<file path="src/rtl/wb_arb_pkg.sv">
// Shared types and helpers for the Wishbone bus arbiters.
//
// Contents:
//   arb_state_e  arbiter state (StIdle: no grant, StBusy: one-hot grant held)
//   ARB_NM_MAX   largest master count any arbiter built on this package supports
//   rr_next      rotating-priority pick: first requester after 'last', one-hot result

package wb_arb_pkg;

    typedef enum logic {
        StIdle = 1'b0,
        StBusy = 1'b1
    } arb_state_e;

    localparam int unsigned ARB_NM_MAX = 8;
    localparam int unsigned ARB_IDX_W  = 3;

    // Scans last+1, last+2, ... (mod nm) and returns the first requester as a
    // one-hot vector; all-zero when nothing requests. Only bits [nm-1:0] are used.
    function automatic logic [ARB_NM_MAX-1:0] rr_next(
        input logic [ARB_NM_MAX-1:0] req,
        input int unsigned           nm,
        input int unsigned           last
    );
        logic [ARB_NM_MAX-1:0] gnt;
        int unsigned           idx;
        gnt = '0;
        for (int unsigned k = 1; k <= ARB_NM_MAX; k++) begin
            idx = (last + k) % nm;
            if (k <= nm && gnt == '0 && req[idx[ARB_IDX_W-1:0]]) begin
                gnt[idx[ARB_IDX_W-1:0]] = 1'b1;
            end
        end
        return gnt;
    endfunction

endpackage

</file>
<file path="src/rtl/wb_rr_pick.sv">
// Combinational rotating-priority picker.
//
// Ports:
//   req   in   NM  request vector
//   last  in   LW  index of the most recently served requester
//   gnt   out  NM  one-hot pick, first requester after 'last' (wrapping)
//   any   out  1   at least one request present (gnt is non-zero)

module wb_rr_pick
    import wb_arb_pkg::*;
#(
    parameter int unsigned NM = 3,
    parameter int unsigned LW = (NM > 1) ? $clog2(NM) : 1
) (
    input  logic [NM-1:0] req,
    input  logic [LW-1:0] last,
    output logic [NM-1:0] gnt,
    output logic          any
);

    logic [ARB_NM_MAX-1:0] req_ext;
    logic [ARB_NM_MAX-1:0] gnt_ext;
    logic                  unused_gnt_ext;

    always_comb begin
        req_ext         = '0;
        req_ext[NM-1:0] = req;
    end

    assign gnt_ext = rr_next(req_ext, NM, 32'(last));
    assign gnt     = gnt_ext[NM-1:0];
    assign any     = |req;

    // Upper bits are always zero because requests there are padded off.
    assign unused_gnt_ext = ^gnt_ext;

endmodule

</file>
<file path="src/rtl/wb_mem_arbiter.sv">
// Round-robin Wishbone arbiter: NM masters share the single slave port of the
// memory controller. The grant is held for a whole bus cycle (CYC high), so
// block and read-modify-write cycles stay atomic; masters rotate fairly.
//
// Optional feature macro: WB_ARB_TIMEOUT_EN
//   Defined:   watchdog aborts a slave access stalled for TO cycles, pulses
//              ERR to the granted master once and sets sticky to_o.
//   Undefined: no watchdog, to_o tied 0, a stalled slave holds the grant.
//
// Ports:
//   clk_i              in   clock, rising edge
//   arst_i             in   asynchronous reset, active low
//   m_cyc_i/m_stb_i/m_we_i in NM   per-master CYC/STB/WE
//   m_sel_i            in   NM*DW/8 per-master SEL, master k at [k*DW/8 +: DW/8]
//   m_adr_i            in   NM*AW   per-master address
//   m_dat_i            in   NM*DW   per-master write data
//   m_dat_o            out  DW      read data broadcast to all masters
//   m_ack_o/m_err_o    out  NM      ACK/ERR routed to the granted master only
//   gnt_o              out  NM      registered one-hot grant, 0 when idle
//   to_o               out  1       sticky watchdog flag
//   s_cyc_o/s_stb_o/s_we_o/s_sel_o/s_adr_o/s_dat_o  out  slave request
//   s_dat_i/s_ack_i/s_err_i                         in   slave response

module wb_mem_arbiter
    import wb_arb_pkg::*;
#(
    parameter int unsigned NM = 3,
    parameter int unsigned AW = 32,
    parameter int unsigned DW = 32,
    parameter int unsigned TO = 255
) (
    input  logic               clk_i,
    input  logic               arst_i,
    input  logic [NM-1:0]      m_cyc_i,
    input  logic [NM-1:0]      m_stb_i,
    input  logic [NM-1:0]      m_we_i,
    input  logic [NM*DW/8-1:0] m_sel_i,
    input  logic [NM*AW-1:0]   m_adr_i,
    input  logic [NM*DW-1:0]   m_dat_i,
    output logic [DW-1:0]      m_dat_o,
    output logic [NM-1:0]      m_ack_o,
    output logic [NM-1:0]      m_err_o,
    output logic [NM-1:0]      gnt_o,
    output logic               to_o,
    output logic               s_cyc_o,
    output logic               s_stb_o,
    output logic               s_we_o,
    output logic [DW/8-1:0]    s_sel_o,
    output logic [AW-1:0]      s_adr_o,
    output logic [DW-1:0]      s_dat_o,
    input  logic [DW-1:0]      s_dat_i,
    input  logic               s_ack_i,
    input  logic               s_err_i
);

    localparam int unsigned SW = DW / 8;
    localparam int unsigned LW = (NM > 1) ? $clog2(NM) : 1;

    arb_state_e    state_q, state_d;
    logic [NM-1:0] gnt_q, gnt_d;
    logic [LW-1:0] last_q, last_d;
    logic [LW-1:0] gidx;
    logic [LW-1:0] pick_last;
    logic [NM-1:0] pick_gnt;
    logic          pick_any;
    logic          cur_cyc;
    logic          cur_stb;
    logic          abort;
    logic          tmo_err;

    // Index of the granted master (0 when idle; only used while busy).
    always_comb begin
        gidx = '0;
        for (int unsigned k = 0; k < NM; k++) begin
            if (gnt_q[k]) gidx = LW'(k);
        end
    end

    assign cur_cyc = |(m_cyc_i & gnt_q);
    assign cur_stb = |(m_cyc_i & m_stb_i & gnt_q);

    // While busy the rotation starts after the current owner, so a release
    // hands over to the next requester at the same edge.
    assign pick_last = (state_q == StBusy) ? gidx : last_q;

    wb_rr_pick #(
        .NM (NM),
        .LW (LW)
    ) u_pick (
        .req  (m_cyc_i),
        .last (pick_last),
        .gnt  (pick_gnt),
        .any  (pick_any)
    );

    always_comb begin
        state_d = state_q;
        gnt_d   = gnt_q;
        last_d  = last_q;
        unique case (state_q)
            StIdle: begin
                if (pick_any) begin
                    gnt_d   = pick_gnt;
                    state_d = StBusy;
                end
            end
            StBusy: begin
                if (!cur_cyc) begin
                    last_d = gidx;
                    if (pick_any) begin
                        gnt_d = pick_gnt;
                    end else begin
                        gnt_d   = '0;
                        state_d = StIdle;
                    end
                end
            end
            default: begin
                state_d = StIdle;
                gnt_d   = '0;
            end
        endcase
    end

    always_ff @(posedge clk_i or negedge arst_i) begin
        if (!arst_i) begin
            state_q <= StIdle;
            gnt_q   <= '0;
            last_q  <= LW'(NM - 1);
        end else begin
            state_q <= state_d;
            gnt_q   <= gnt_d;
            last_q  <= last_d;
        end
    end

    // Slave-side mux; every field is zero when nothing is granted.
    always_comb begin
        s_we_o  = 1'b0;
        s_sel_o = '0;
        s_adr_o = '0;
        s_dat_o = '0;
        for (int unsigned k = 0; k < NM; k++) begin
            if (gnt_q[k]) begin
                s_we_o  = m_we_i[k];
                s_sel_o = m_sel_i[k*SW +: SW];
                s_adr_o = m_adr_i[k*AW +: AW];
                s_dat_o = m_dat_i[k*DW +: DW];
            end
        end
    end

    assign s_cyc_o = cur_cyc & ~abort;
    assign s_stb_o = cur_stb & ~abort;
    assign m_dat_o = s_dat_i;
    assign m_ack_o = gnt_q & {NM{s_ack_i & s_stb_o}};
    assign m_err_o = gnt_q & {NM{(s_err_i & s_stb_o) | tmo_err}};
    assign gnt_o   = gnt_q;

`ifdef WB_ARB_TIMEOUT_EN
    localparam int unsigned CW = $clog2(TO + 1);

    logic [CW-1:0] cnt_q, cnt_d;
    logic          abort_q, abort_d;
    logic          err_q;
    logic          to_q;
    logic          stall;
    logic          tmo_hit;

    assign stall   = cur_stb & ~abort_q & ~s_ack_i & ~s_err_i;
    assign tmo_hit = stall & (cnt_q == CW'(TO));

    always_comb begin
        cnt_d   = (stall && !tmo_hit) ? cnt_q + CW'(1) : '0;
        abort_d = abort_q;
        if (tmo_hit) begin
            abort_d = 1'b1;
        end else if (!cur_cyc) begin
            // Aborted master dropped CYC: normal release follows.
            abort_d = 1'b0;
        end
    end

    always_ff @(posedge clk_i or negedge arst_i) begin
        if (!arst_i) begin
            cnt_q   <= '0;
            abort_q <= 1'b0;
            err_q   <= 1'b0;
            to_q    <= 1'b0;
        end else begin
            cnt_q   <= cnt_d;
            abort_q <= abort_d;
            err_q   <= tmo_hit;
            to_q    <= to_q | tmo_hit;
        end
    end

    assign abort   = abort_q;
    assign tmo_err = err_q;
    assign to_o    = to_q;
`else
    logic [31:0] unused_to_limit;

    assign unused_to_limit = TO;
    assign abort           = 1'b0;
    assign tmo_err         = 1'b0;
    assign to_o            = 1'b0;
`endif

endmodule

</file>
<file path="config.mk">
export PLATFORM = sky130hd
export DESIGN_NAME = wb_mem_arbiter
export DESIGN_NICKNAME = d
export VERILOG_FILES = /design/src/rtl/wb_arb_pkg.sv /design/src/rtl/wb_rr_pick.sv /design/src/rtl/wb_mem_arbiter.sv
export SDC_FILE = /design/constraint.sdc
export NUM_CORES = 1
export LEC_CHECK = 0
export ABC_AREA = 1
export CORE_AREA = 5 5 138 140
export CTS_BUF_LIST = sky130_fd_sc_hd__clkbuf_8 sky130_fd_sc_hd__clkbuf_16
export CTS_CLUSTER_DIAMETER = 200
export DETAILED_ROUTE_END_ITERATION = 8
export DIE_AREA = 0 0 143 145
export HOLD_SLACK_MARGIN = 0.05
export SKIP_LAST_GASP = 1
export SLEW_MARGIN = 20
export SYNTH_ARGS = -nofsm -noshare
export SYNTH_HDL_FRONTEND = slang
export SYNTH_SLANG_ARGS = --single-unit
</file>
<file path="constraint.sdc">
create_clock -name clk_i -period 3.9 [get_ports clk_i]
set_input_delay 0.78 -clock clk_i [delete_from_list [all_inputs] [get_ports clk_i]]
set_output_delay 0.78 -clock clk_i [all_outputs]
set_load 0.05 [all_outputs]
</file>
# Word-level counts from Yosys, hierarchy flattened
# Cells that the tools add are included.
word_totals:
  input_bits: 249
  output_inout_bits: 113
  ff_bits: 6
classes:
  n_reduce_logical: 12
  n_eq_ne: 2
  muxes: 37
  magnitude_cmp: 6
  bitwise_logic: 11
  n_addsub: 3
  div: 3
ops:
  columns: ["cell", "n"]
  rows:
  - ["$mux W32", 6]
  - ["$mod A32 B2 Y32 const B", 3]
  - ["$logic_not A8 Y1", 2]
  - ["$mux W8", 2]
  - ["$and A3 B3 Y3", 5]
  - ["$lt A3 B4 Y1 const B", 3]
  - ["$mux W1", 12]
  - ["$mux W3", 4]
  - ["$mux W4", 3]
  - ["$bmux W1 S3", 3]
  - ["$demux W1 S3", 3]
  - ["$ge A3 B1 Y1 const B", 3]
  - ["$reduce_or A3 Y1", 3]
  - ["$or A8 B8 Y8", 1]
  - ["$add A2 B2 Y3 const B", 2]
  - ["$pmux W3 S2", 1]
  - ["$logic_and A1 B1 Y1", 5]
  - ["$mux W2", 2]
  - ["$ne A2 B2 Y1 const B", 2]
  - ["$reduce_and A2 Y1", 2]
  - ["$add A2 B1 Y3 const B", 1]
  - ["$or A3 B3 Y3", 1]
  - ["$and A1 B1 Y1", 2]
  - ["$not A1 Y1", 2]
  - ["$pmux W1 S2", 1]

# Depth between registers and ports, before layout
# Gate-level depths: netlist (run 1).
depth:
  ltp_word: 19
  depth_mapped: 20

# Cells and area by module
# From an unflattened synthesis (run 1), not the netlist that was laid out.
unflattened:
  hier_cells: 460
  area_unflattened_um2: 2452.4
modules_own_cells:
  columns: ["mod", "instances", "cells_per_inst", "area_each_um2", "seq_area_each_um2"]
  rows:
  - ["wb_mem_arbiter", 1, 391, 2065.7, 151.4]
  - ["wb_rr_pick", 1, 69, 386.6, 0.0]

# Worst setup path before layout (run 1)
# No wires, ideal clock.
synth_timing:
  path_type: "register -> output"
  startpoint: "reg gnt_q[1] (netlist: gnt_o[1])"
  endpoint: "out s_adr_o[25]"
  t_required_ps: 3120
  stages_incl_launch_ff: 7
  slack_ps: 630
  arrival_time_ps: 2490
  n_path_buf: 3
  cell_sequence: "dfrtp_1 > buf_2 > nor2_2 > buf_2 > buf_4 > a22oi_1 > o21ai_0"
synth_via:
  elab_chain_len: 2
synth_rtl:
  columns: ["element", "line_no", "rtl"]
  rows:
  - ["start, declared", "wb_mem_arbiter.sv:60", "logic [NM-1:0] gnt_q, gnt_d;"]
  - ["start signal, assigned", "wb_mem_arbiter.sv:132", "gnt_q <= gnt_d;"]
  - ["$mux W32 (2 in a row)", "wb_mem_arbiter.sv:144", "if (gnt_q[k]) begin"]
  - ["end, declared", "wb_mem_arbiter.sv:49", "output logic [AW-1:0] s_adr_o,"]
# No other way between the ends.

# Final worst setup path (run 1)
layout_timing:
  startpoint: "in m_cyc_i[1]"
  endpoint: "out m_ack_o[2]"
layout_via:
  elab_chain_len: 5
layout_rtl:
  columns: ["element", "line_no", "rtl"]
  rows:
  - ["start, declared", "wb_mem_arbiter.sv:34", "input logic [NM-1:0] m_cyc_i,"]
  - ["$and A3 B3 Y3 (2 in a row)", "wb_mem_arbiter.sv:80", "assign cur_stb = |(m_cyc_i & m_stb_i & gnt_q);"]
  - ["$reduce_or A3 Y1", "wb_mem_arbiter.sv:80", null]
  - ["$and A1 B1 Y1", "wb_mem_arbiter.sv:156", "assign m_ack_o = gnt_q & {NM{s_ack_i & s_stb_o}};"]
  - ["$and A3 B3 Y3", "wb_mem_arbiter.sv:156", null]
  - ["end, declared", "wb_mem_arbiter.sv:41", "output logic [NM-1:0] m_ack_o,"]
# No other way between the ends.

==> out/summary.txt, run 1 <==
Outcome: finished, final reports clean
Clk sink count: 6
Hold/Removal Path Class: register to register
CP delay by family, top: buffers and inverters
CP endpoint kind: primary output
ANT cells: 0
RSZ-0062 raised after global routing: false
DP Wirelength: 11800 um
Synthesis Warnings: 0
Routed len/inst: 16.3 um
Worst path slowest cell: clkdlybuf4s50_1
CP max stage delay: 810 ps
WHS Endpoint: last_q[1]
Iteration-0 DRC Markers: 173
Beginning of the worst hold path: last_q[1]
Cts hold-fix bufs: 0
Final setup violation count: 0
Worst path cell trace: clkdlybuf4s50_1 > nand2_1 > inv_1 > nand2_1 > nand3_1 > nand2_1 > nor2_1 > clkdlybuf4s50_1
Most frequent CP cell: nand2_1
Port bufs: 296
WL final: 14100 um
Max clock buf depth: 2
Cell row count: 49
Mapped cell area: 0.00226 mm^2
Psw: 2.43 mW
First drt pass iteration count: 4
Total grt overflow: 0
Syn_nets: 650
Distinct cell type count after synthesis: 28
Clock transition at path regs: 30 ps
Period minus WS final: 3500 ps
Syn avg cell area: 5.75 um^2
Slew @ Worst Pin: 628 ps
Commonest non-fill, non-tap cells in the layout: 253 x clkdlybuf4s50_1, 104 x nand2_1, 69 x o21ai_0, 69 x a22oi_1, 49 x buf_4
Largest net degree at the start of global routing: 49
FF-to-FF Start: gnt_o[1]
Hold path depth: 2
Part of the power in the clock network: 4.5%
Internal power: 1.33 mW
Max-capacitance violation count: 0
Setup Skew: 3.15 ps
Cells after DPL: 859
Die Y: 145 um
GPL Wtd Cong: 0.799
Post-CTS resize count: 0
Total CTS buffers: 3
Leakage: 2.01 nW
Area of the core: 0.0177 mm^2
CP Class: input pin to primary output
Combinational share of power: 91.7%
Detail Route Antenna Nets: 0
Switching Fraction: 64.7%
Starting density of the core: 12.7%
Nets: 892
Final hold vios: 0
R2R cell count: 17
Layout area overhead: 128%
DR vias: 3595
First-pass GRT wire length: 19800 um
# IOs: 362
# DRC: 0
H-tree depth: 1
Max FO, Critical Path: 3
Antenna violations before repair: 0
Post-Layout Cell Count: 863
Width of the chip: 143 um
Layout cell share with drive strength beyond 1: 11.4%
#FFs+latches synth: 6
Clk_lat worst skew: 230 ps
CTS tree: done
Startpoint Class: input pin
Slew headroom: 57.7%
Sequential area share after synthesis: 6.70%
Worst R2R End: gnt_o[2]
Maximum vdd drop: 389 uV
Clock Root Buffer: clkbuf_16
Total Routing Usage GR: 12.0%
Die area: 0.0207 mm^2
PwrDens: 729 mW/mm^2
Sequential power share: 3.9%
Vias per inst: 4.17
CP arrival: 2720 ps
Fin Hold WS: 483 ps
Reg2reg setup slack: 1140 ps
Synth Instances: 393
Most common cell after layout, fill and taps aside: clkdlybuf4s50_1
Fin Setup TNS: 0 ps
Number of global-route vias before repair: 3465
Fin crit share: 89.6%
CP Data Required Time: 3120 ps
Crit path buffers/inverters: 3
Total power: 3.75 mW
Max Transition Viols Final: 0
FMAX: 286 MHz
Setup Buffers After CTS: 0
[kinds of logic after synthesis]
| family | synth area share, % |
|---|---|
| DFF | 6.70 |
| adders and majority gates | 4.43 |
| and+or+nand+nor | 25.5 |
| AOI/OAI and AO/OA | 41.0 |
| other | 0.166 |
| buffers and inverters | 22.2 |
[worst reg2reg max path: cells and delay by family, from the launching register on]
| kind | cells | cell delay (ps) |
|---|---|---|
| simple gates | 12 | 960 |
| fa+ha+maj | 1 | 560 |
| flops | 1 | 540 |
| compound gates | 2 | 370 |
| buf+inv | 2 | 200 |
[metal layers]
layer	global-route usage [%]	wire [um]
met1	13.4	5240
met2	22.3	7070
met3	4.21	1640
met4	1.52	123
met5	0	0
[flip-flops by register name, summed over array words and instances (netlist names)]
signal	flops
gnt_o	3
state_q	1
last_q	2
[synthesized netlist by cell type, drive strengths merged]
cell type / count / share of area [%]
dfstp: 1 / 1.2
a21oi: 2 / 0.44
inv: 25 / 4.2
nor3: 3 / 0.89
dfrtp: 5 / 5.5
nand3: 11 / 2.7
nand2: 108 / 18
o21ai: 75 / 17
ha: 8 / 4.4
a22oi: 69 / 23
buf: 46 / 15
o31ai: 1 / 0.33
nor2: 16 / 3.3
conb: 1 / 0.17
o21bai: 1 / 0.50
or2: 1 / 0.28
clkbuf: 20 / 3.3
[power groups by stage]
stage / Combinational [mW] / Sequential, mW / Clock, mW
final: 3.44 / 0.145 / 0.168
after global routing: 3.65 / 0.153 / 0.177
after CTS: 3.48 / 0.149 / 0.171
after detailed placement: 3.47 / 0.149 / 0
after global placement: 3.47 / 0.148 / 0
after floorplan: 2.41 / 0.126 / 0
[stage by stage]
stage / util [%] / setup WS, ps / cell area, um^2
6_report: 29.1 / 405 / 5150
4_1_cts: 29.1 / 407 / 5150
3_5_place_dp: 28.6 / 410 / 5070
3_3_place_gp: 28.6 / 446 / 5070
2_1_floorplan: - / 630 / 2260
5_1_grt: 29.1 / 285 / 5150
[cell type report]
type | instances | area, um^2
clock inverter | 1 | 3.75
inverter | 25 | 93.8
tap | 229 | 287
timing repair buffer | 303 | 2920
clock buffer | 3 | 75.1
fill | 1968 | 12600
sequential | 6 | 156
multi-input combinational | 296 | 1610
[worst max path at each step]
stage / from / end / slack [ps] / cells after the start
6_report: m_cyc_i[1] / m_ack_o[2] / 400 / 8
5_1_grt: m_cyc_i[1] / m_err_o[2] / 290 / 8
4_1_cts: m_cyc_i[1] / m_ack_o[1] / 410 / 8
3_5_place_dp: m_cyc_i[1] / m_ack_o[1] / 410 / 8
3_3_place_gp: m_cyc_i[1] / m_ack_o[2] / 450 / 8
2_1_floorplan: gnt_o[1] / s_adr_o[25] / 630 / 6
No activity file was read; power rests on OpenSTA's default activity.
==> inputs of run 2 (changes only) <==
--- a/config.mk
+++ b/config.mk
@@ -11,6 +11,7 @@
 export CTS_CLUSTER_DIAMETER = 200
 export DETAILED_ROUTE_END_ITERATION = 8
 export DIE_AREA = 0 0 143 145
+export GPL_ROUTABILITY_DRIVEN = 0
 export HOLD_SLACK_MARGIN = 0.05
 export SKIP_LAST_GASP = 1
 export SLEW_MARGIN = 20
==> results of run 2 <==
No change in the layout: final DEF, timing and power equal those of run 1.
==> inputs of run 3 (changes only) <==
--- a/config.mk
+++ b/config.mk
@@ -13,8 +13,10 @@
 export DIE_AREA = 0 0 143 145
 export GPL_ROUTABILITY_DRIVEN = 0
 export HOLD_SLACK_MARGIN = 0.05
+export PLACE_DENSITY = 0.52
 export SKIP_LAST_GASP = 1
 export SLEW_MARGIN = 20
 export SYNTH_ARGS = -nofsm -noshare
 export SYNTH_HDL_FRONTEND = slang
 export SYNTH_SLANG_ARGS = --single-unit
+export TNS_END_PERCENT = 20
==> run 3 against run 2 <==
Sequential power is 3% lower. Combinational power about the same. Routed wire length grew 2.4%. Critical endpoint is now m_ack_o[0]. Largest power group unchanged.
==> out/summary.txt, run 3 (synthesized netlist as in run 1, its figures left out) <==
# IOs: 362 (unchanged)
CP arrival: 2710 ps (about the same)
Cts hold-fix bufs: 0 (unchanged)
Maximum vdd drop: 378 uV (-2.8%)
Part of the power in the clock network: 4.5% (about the same)
Sequential power share: 3.7% (-0.2 points)
Most common cell after layout, fill and taps aside: clkdlybuf4s50_1
Post-Layout Cell Count: 866 (+0.35%)
RSZ-0062 raised after global routing: false
Layout cell share with drive strength beyond 1: 12.1% (+0.73 points)
Detail Route Antenna Nets: 0 (unchanged)
Fin Setup TNS: 0 ps (unchanged)
Switching Fraction: 64.3% (-0.34 points)
Slew headroom: 59.7% (+2.0 points)
Slew @ Worst Pin: 599 ps (-29.7 ps)
Final hold vios: 0 (unchanged)
Fillcell total: 1959 (-0.46%)
Total CTS buffers: 3 (unchanged)
Internal power: 1.35 mW (+1.8%)
Iteration-0 DRC Markers: 154 (-11%)
Clk sink count: 6 (unchanged)
Max reg flops: 3 (unchanged)
ANT cells: 0 (unchanged)
Setup Buffers After CTS: 0 (unchanged)
First drt pass iteration count: 4 (unchanged)
Max-capacitance violation count: 0 (unchanged)
Layout area overhead: 129%
Setup Skew: 0.721 ps (-2.43 ps)
Largest net degree at the start of global routing: 51 (+4.1%)
Port bufs: 296 (unchanged)
Startpoint Class: input pin
CTS tree: done
Max FO, Critical Path: 3 (unchanged)
Cell area after layout: 0.00518 mm^2 (+0.58%)
Starting density of the core: 12.7% (unchanged)
Area of the core: 0.0177 mm^2 (unchanged)
Fin crit share: 89.5% (-0.14 points)
CP Launch Point: m_cyc_i[1]
DP Wirelength: 11900 um (+1.1%)
PwrDens: 731 mW/mm^2 (+0.29%)
Nets: 895 (+0.34%)
CP Class: input pin to primary output
Cell row count: 49 (unchanged)
# DRC: 0 (unchanged)
Antenna violations before repair: 1 (+1)
Max clock buf depth: 2 (unchanged)
FF-to-FF Start: gnt_o[1]
Hold/Removal Path Class: register to register
Cells after DPL: 862 (+0.35%)
Clock Root Buffer: clkbuf_16
Total grt overflow: 0 (unchanged)
FMAX: 287 MHz (+0.16%)
H-tree depth: 1 (unchanged)
Number of global-route vias before repair: 3406 (-1.7%)
Post-CTS resize count: 0 (unchanged)
Vias per inst: 4.04 (-3.1%)
Clock transition at path regs: 30 ps (about the same)
First-pass GRT wire length: 20300 um (+2.3%)
CP endpoint kind: primary output
Clk_lat worst skew: 230 ps (about the same)
Routed len/inst: 16.6 um (+2.1%)
Final setup violation count: 0 (unchanged)
Beginning of the worst hold path: last_q[1]
Width of the chip: 143 um (unchanged)
CP Data Required Time: 3120 ps (about the same)
Die area: 0.0207 mm^2 (unchanged)
Outcome: finished, final reports clean
Total power: 3.78 mW (+0.88%)
Commonest non-fill, non-tap cells in the layout: 251 x clkdlybuf4s50_1, 104 x nand2_1, 69 x o21ai_0, 69 x a22oi_1, 53 x buf_4
WL final: 14400 um (+2.4%)
Max Transition Viols Final: 0 (unchanged)
Leakage: 2.04 nW (+1.1%)
Period minus WS final: 3490 ps (-5.61 ps)
Total Routing Usage GR: 12.4% (+0.37 points)
Die Y: 145 um (unchanged)
Dpl cell area: 0.00510 mm^2 (+0.59%)
DR vias: 3495 (-2.8%)
Psw: 2.43 mW (+0.35%)
Final Util: 29.2% (+0.17 points)
Combinational share of power: 91.8% (about the same)
## run 3: power by group through the flow
stage,registers (mW),logic [mW],clock network (mW)
finish,0.141,3.47,0.170
global route,0.150,3.69,0.175
CTS,0.144,3.51,0.171
detailed placement,0.144,3.50,0
global placement,0.145,3.51,0
floorplan,0.126,2.41,0
## run 3: final cells by class
| type | count | area, um^2 | share of cell area (%) |
|---|---|---|---|
| Multi-Input combinational cell | 296 | 1610 | 31.1 |
| Tap cell | 229 | 287 | 5.53 |
| Inverter | 25 | 93.8 | 1.81 |
| Clock inverter | 1 | 3.75 | 0.0725 |
| Clock buffer | 3 | 75.1 | 1.45 |
| Sequential cell | 6 | 156 | 3.02 |
| Timing Repair Buffer | 306 | 2950 | 57.0 |
## run 3: worst paths after layout
| kind | end | slack, ps | cells past startpoint |
|---|---|---|---|
| worst min-delay path | last_q[1] | 480 | 2 |
| min in group asynchronous | state_q | 830 | 1 |
| max in group asynchronous | last_q[1] | 2770 | 1 |
| worst max-delay path | m_ack_o[0] | 410 | 8 |
| worst max register to register | gnt_o[2] | 770 | 18 |
| worst min register to register | last_q[1] | 480 | 2 |
## run 3: worst max-delay path, stage by stage
cell and delay, ps:
clkdlybuf4s50_1 500, nand2_1 60, inv_1 90, nand2_1 50
nand3_1 150, nand2_1 120, nor2_1 140, clkdlybuf4s50_1 820
## run 3: stage by stage
step                      setup slack (ps)  hold WS [ps]
after floorplan                        630           454
final                                  411           478
after global routing                   260           496
after CTS                              376           480
after detailed placement               388           478
after global placement                 386           472
## run 3: per-layer routing
| metal | part of all wire [%] | track usage (%) | vias up |
|---|---|---|---|
| li1 | - | - | 1809 |
| met5 | 0.049 | 0 | - |
| met3 | 10 | 3.16 | 12 |
| met1 | 38 | 14.1 | 1513 |
| met2 | 51 | 23.4 | 159 |
| met4 | 0.89 | 1.66 | 2 |
